### src/rtl/sw_input_conditioner_pkg.sv
// rtl/sw_input_conditioner_pkg.sv - shared debounce state encoding and default timing values
package sw_input_conditioner_pkg;

    typedef enum logic {
        ST_STABLE   = 1'b0,
        ST_COUNTING = 1'b1
    } db_state_t;

    localparam int DEF_DB_COUNT = 1000000;
    localparam int DEF_NB_CNT   = 20;

endpackage

### src/rtl/sw_debounce_bit.sv
// rtl/sw_debounce_bit.sv - single-switch synchroniser, debounce counter and edge pulses
module sw_debounce_bit
    import sw_input_conditioner_pkg::*;
#(
    parameter int DB_COUNT = DEF_DB_COUNT,
    parameter int NB_CNT   = DEF_NB_CNT
) (
    input  logic clock,
    input  logic i_reset,
    input  logic i_sw,
    output logic o_sw,
    output logic o_rise,
    output logic o_fall,
    output logic o_edge
);

    localparam logic [NB_CNT-1:0] CNT_MAX = NB_CNT'(DB_COUNT);

    logic              sync0;
    logic              sync1;
    db_state_t         state;
    logic [NB_CNT-1:0] cnt;
    logic              mismatch;

    assign mismatch = (sync1 != o_sw);

    // Unregistered accept strobe so the top can register o_change on the same edge as the pulses.
    assign o_edge = (state == ST_COUNTING) && mismatch && (cnt == CNT_MAX);

    always_ff @(posedge clock or posedge i_reset) begin
        if (i_reset) begin
            sync0  <= 1'b0;
            sync1  <= 1'b0;
            state  <= ST_STABLE;
            cnt    <= '0;
            o_sw   <= 1'b0;
            o_rise <= 1'b0;
            o_fall <= 1'b0;
        end else begin
            sync0  <= i_sw;
            sync1  <= sync0;
            o_rise <= 1'b0;
            o_fall <= 1'b0;
            case (state)
                ST_STABLE: begin
                    if (mismatch) begin
                        state <= ST_COUNTING;
                        cnt   <= NB_CNT'(1);
                    end else begin
                        cnt   <= '0;
                    end
                end
                ST_COUNTING: begin
                    if (!mismatch) begin
                        state <= ST_STABLE;
                        cnt   <= '0;
                    end else if (cnt == CNT_MAX) begin
                        o_sw   <= sync1;
                        o_rise <= sync1;
                        o_fall <= ~sync1;
                        state  <= ST_STABLE;
                        cnt    <= '0;
                    end else begin
                        cnt <= cnt + 1'b1;
                    end
                end
                default: begin
                    state <= ST_STABLE;
                    cnt   <= '0;
                end
            endcase
        end
    end

endmodule

### src/rtl/sw_input_conditioner.sv
// rtl/sw_input_conditioner.sv - per-switch debounce array with combined change strobe
module sw_input_conditioner
    import sw_input_conditioner_pkg::*;
#(
    parameter int NB_SW    = 4,
    parameter int DB_COUNT = DEF_DB_COUNT,
    parameter int NB_CNT   = DEF_NB_CNT
) (
    input  logic             clock,
    input  logic             i_reset,
    input  logic [NB_SW-1:0] i_sw,
    output logic [NB_SW-1:0] o_sw,
    output logic [NB_SW-1:0] o_rise,
    output logic [NB_SW-1:0] o_fall,
    output logic             o_change
);

    logic [NB_SW-1:0] edge_now;

    for (genvar i = 0; i < NB_SW; i++) begin : g_bit
        sw_debounce_bit #(
            .DB_COUNT (DB_COUNT),
            .NB_CNT   (NB_CNT)
        ) u_bit (
            .clock   (clock),
            .i_reset (i_reset),
            .i_sw    (i_sw[i]),
            .o_sw    (o_sw[i]),
            .o_rise  (o_rise[i]),
            .o_fall  (o_fall[i]),
            .o_edge  (edge_now[i])
        );
    end

    always_ff @(posedge clock or posedge i_reset) begin
        if (i_reset) begin
            o_change <= 1'b0;
        end else begin
            o_change <= |edge_now;
        end
    end

endmodule
### config.mk
export PLATFORM = sky130hd
export DESIGN_NAME = sw_input_conditioner
export DESIGN_NICKNAME = d
export VERILOG_FILES = /design/src/rtl/sw_input_conditioner_pkg.sv /design/src/rtl/sw_debounce_bit.sv /design/src/rtl/sw_input_conditioner.sv
export SDC_FILE = /design/constraint.sdc
export NUM_CORES = 1
export LEC_CHECK = 0
export ABC_AREA = 1
export CAP_MARGIN = 15
export CORE_MARGIN = 4
export CORE_UTILIZATION = 55
export CTS_CLUSTER_SIZE = 12
export DETAILED_ROUTE_END_ITERATION = 12
export GPL_TIMING_DRIVEN = 0
export PLACE_DENSITY = 0.77
export SETUP_SLACK_MARGIN = 0.02
export SYNTH_ARGS = -nofsm -noshare
export SYNTH_HDL_FRONTEND = slang
export SYNTH_SLANG_ARGS = --single-unit
### constraint.sdc
create_clock -name clock -period 8.5 [get_ports clock]
set_input_delay 2.125 -clock clock [delete_from_list [all_inputs] [get_ports clock]]
set_output_delay 2.125 -clock clock [all_outputs]
set_load 0.03 [all_outputs]
==> impl_metrics.yaml <==
clock_tree:
  post_cts_buffers: 0
  clkTransAtPathRegs_ps: 100
  cts_htree_levels: 3
  root_buffer: "clkbuf_8"
  ctsHoldBuffers: 0
  clock-sinks: 105
  post_cts_resized: 0
  cts_buffers: 9
  clk_latency_ps: 390
  clock_path_buffers: 2
  cts_tree: "done"
logic_synthesis:
  synth_edf_count: 0
  synthAdderAreaFrac_pct: 1.70
  syn-num-nets: 833
  avgSynthCellArea_sq_um: 7.18
  ys_types: 26
  synth_top_family_by_area: "simple AND/OR/NAND/NOR gates"
  yosysTopAreaCellShare_pct: 44.7
  synth.most_common_cell: "nor2_1"
  async_flop_share_pct: 100
  synth_common_cells: "nor2_1 (211), nand2_1 (203), inv_1 (114), dfrtp_1 (105), nand3_1 (41)"
  synth-seq-cells: 105
  synth_compound_gate_area_share_pct: 1.32
  synth_ff_type: "dfrtp_1"
  synthCells: 819
  ys_seq_area_share_pct: 44.7
  synth_area_sq_um: 5880
  yosysWarningCount: 0
  synthSimpleGateAreaFrac_pct: 37.9
  synthTopCellsByArea: "dfrtp_1 (45%), nor2_1 (13%), nand2_1 (13%)"
  synthMuxAreaShare_pct: 0
  synth_xor_area_share_pct: 4.76
  synth_top_area_cell: "dfrtp_1"
final_layout:
  finish.net_count: 863
  drive_above_1_share_pct: 9.02
  diodes: 0
  area_growth_pct: 9.68
setup_path:
  critical_path_required_ps: 6380
  crit_start: "g_bit[0].u_bit.o_sw"
  cp_top_family: "buffers and inverters"
  crit_fanout: 4
  crit_buf_inv: 2
  crit_cells: 2
  endpoint: "o_sw[0]"
  critPathKind: "reg -> out"
  reg2reg_depth: 10
  critPathLaunchType: "register"
  reg2reg_from: "g_bit[3].u_bit.cnt[0]"
  path_cells: "buf_4 -> clkdlybuf4s50_1"
  critical_path.max_stage_delay_ps: 650
  slowest_stage: "clkdlybuf4s50_1"
  r2r_end: "g_bit[3].u_bit.state"
  r2r_slack_ps: 6920
  critPathCaptureType: "output pin"
  worstPathArrival_ps: 1560
route:
  drc: 0
  drt-pass1-iter-count: 5
  wl_per_cell_um: 11.4
  wirelength_um: 11300
  viasPerCell: 4.93
  drtIter0Drc: 276
  antenna_left: 0
  vias: 4884
timing:
  finalCriticalPeriod_ps: 3690
  min_period_over_period_pct: 43.4
  finalHoldViolations: 0
  setup_viol: 0
  slew_headroom_pct: 60.8
  report.final.slew_viol_count: 0
  tns_ps: 0
  skew_ps: 12.4
  worst_slew_pin_slew_ps: 588
  rsz0062_at_grt: "false"
  fmax_mhz: 271
floorplan:
  io_pins: 19
  dieArea_sq_um: 12400
  coreArea_sq_um: 10400
  die_w_um: 111
  die_h_um: 111
  floorplan.initialDensity_pct: 56.7
  std_cell_rows: 37
job:
  drv_cap: 0
global_route:
  first_global_vias: 4922
  grt_pass1_wl_um: 20700
  grt_start_max_net_pins: 60
  overflow: 0
  antenna_found_initial: 0
  grt_use_total_pct: 19.9
power:
  power.leakage_nw: 3.07
  power.total_w: 0.000869
  power_density_nw_per_um2: 135
  ir_worst_vdd_v: 0.000123
status:
  status: "completed"
worst_hold_path:
  hp-class: "reg -> reg"
placement:
  gp_congestion: 0.897
  portBuffers: 18
  dp_hpwl_um: 8610
==> worst register-to-register path: stages (launching register included) <==
cell and delay (ps):
dfrtp_1 440, inv_1 80, ha_1 180, nand2_1 90, inv_1 70, nand2_1 50, nor2_1 80, nand3_1 100
nand2_1 140, buf_4 190, nand2_1 60
==> layout make-up <==
cell class	instances	area [sq um]
clock buffers	10	138
fillers	908	3920
multi-input cells	580	2690
well taps	136	170
repair buffers	19	208
plain buffers	16	124
clock inverters	6	51.3
inverters	118	445
flip-flops and latches	105	2630
==> flip-flops by register name (all words and copies together), names as in the netlist <==
register            flops
g_bit.u_bit.state       4
g_bit.u_bit.sync0       4
g_bit.u_bit.o_fall      4
g_bit.u_bit.o_rise      4
o_change                1
g_bit.u_bit.sync1       4
g_bit.u_bit.o_sw        4
g_bit.u_bit.cnt        80
==> layer usage <==
metal | GRT usage [%] | share of wire, %
met5 | 0 | 0
met4 | 7.70 | 1.8
met3 | 3.80 | 3.1
met2 | 34.8 | 50
met1 | 24.4 | 45
==> cells in the final DEF (no fill, tap or decap), types with 3 or more instances in the layout <==
cell             instances
nand2_1                203
ha_1                     8
xnor2_1                 12
nor3_1                  14
nand4_1                 14
nand3_1                 41
xor2_1                  20
clkbuf_8                10
nor2_1                 211
nand2_2                 14
nor2_4                   9
clkdlybuf4s50_1         18
clkinvlp_4               3
inv_2                    4
dfrtp_1                105
a21oi_1                  4
nor2_2                  13
buf_4                   15
o21ai_0                  9
inv_1                  113
==> metrics by stage <==
stage	hold slack, ps	utilization [%]	cells	area (sq um)	worst slack (ps)
global route	362	62.2	990	6450	4750
global placement	335	60.1	973	6230	2170
CTS	359	62.2	990	6450	4790
floorplan	331	-	819	5880	3610
finish	356	62.2	990	6450	4810
detailed placement	335	60.4	974	6260	5170
==> logic make-up (layout without fill, tap and decap cells) <==
kind of cell,count (synthesis),in the layout
AOI/OAI and AO/OA,15,15
buffers and inverters,134,169
adders and majority gates,8,8
and+or+nand+nor,525,525
DFF,105,105
xor gates and xnor gates,32,32
==> worst min path at each step <==
stage	from	endpoint	slack [ps]	depth (start not counted)
after floorplan	g_bit[0].u_bit.sync0	g_bit[0].u_bit.sync1	330	0
after global placement	g_bit[2].u_bit.sync0	g_bit[2].u_bit.sync1	330	0
after detailed placement	g_bit[2].u_bit.sync0	g_bit[2].u_bit.sync1	330	0
after CTS	g_bit[1].u_bit.sync0	g_bit[1].u_bit.sync1	360	0
after global routing	g_bit[1].u_bit.sync0	g_bit[1].u_bit.sync1	360	0
final	g_bit[3].u_bit.sync0	g_bit[3].u_bit.sync1	360	0
==> power by group <==
part,leakage [nW],internal (W),total [W],switching [W]
clock,0.0870,0.000118,0.000296,0.000179
sequential,1.43,0.000509,0.000516,0.00000729
combinational,1.55,0.0000173,0.0000567,0.0000393
Power figures use the tool's default switching activity.
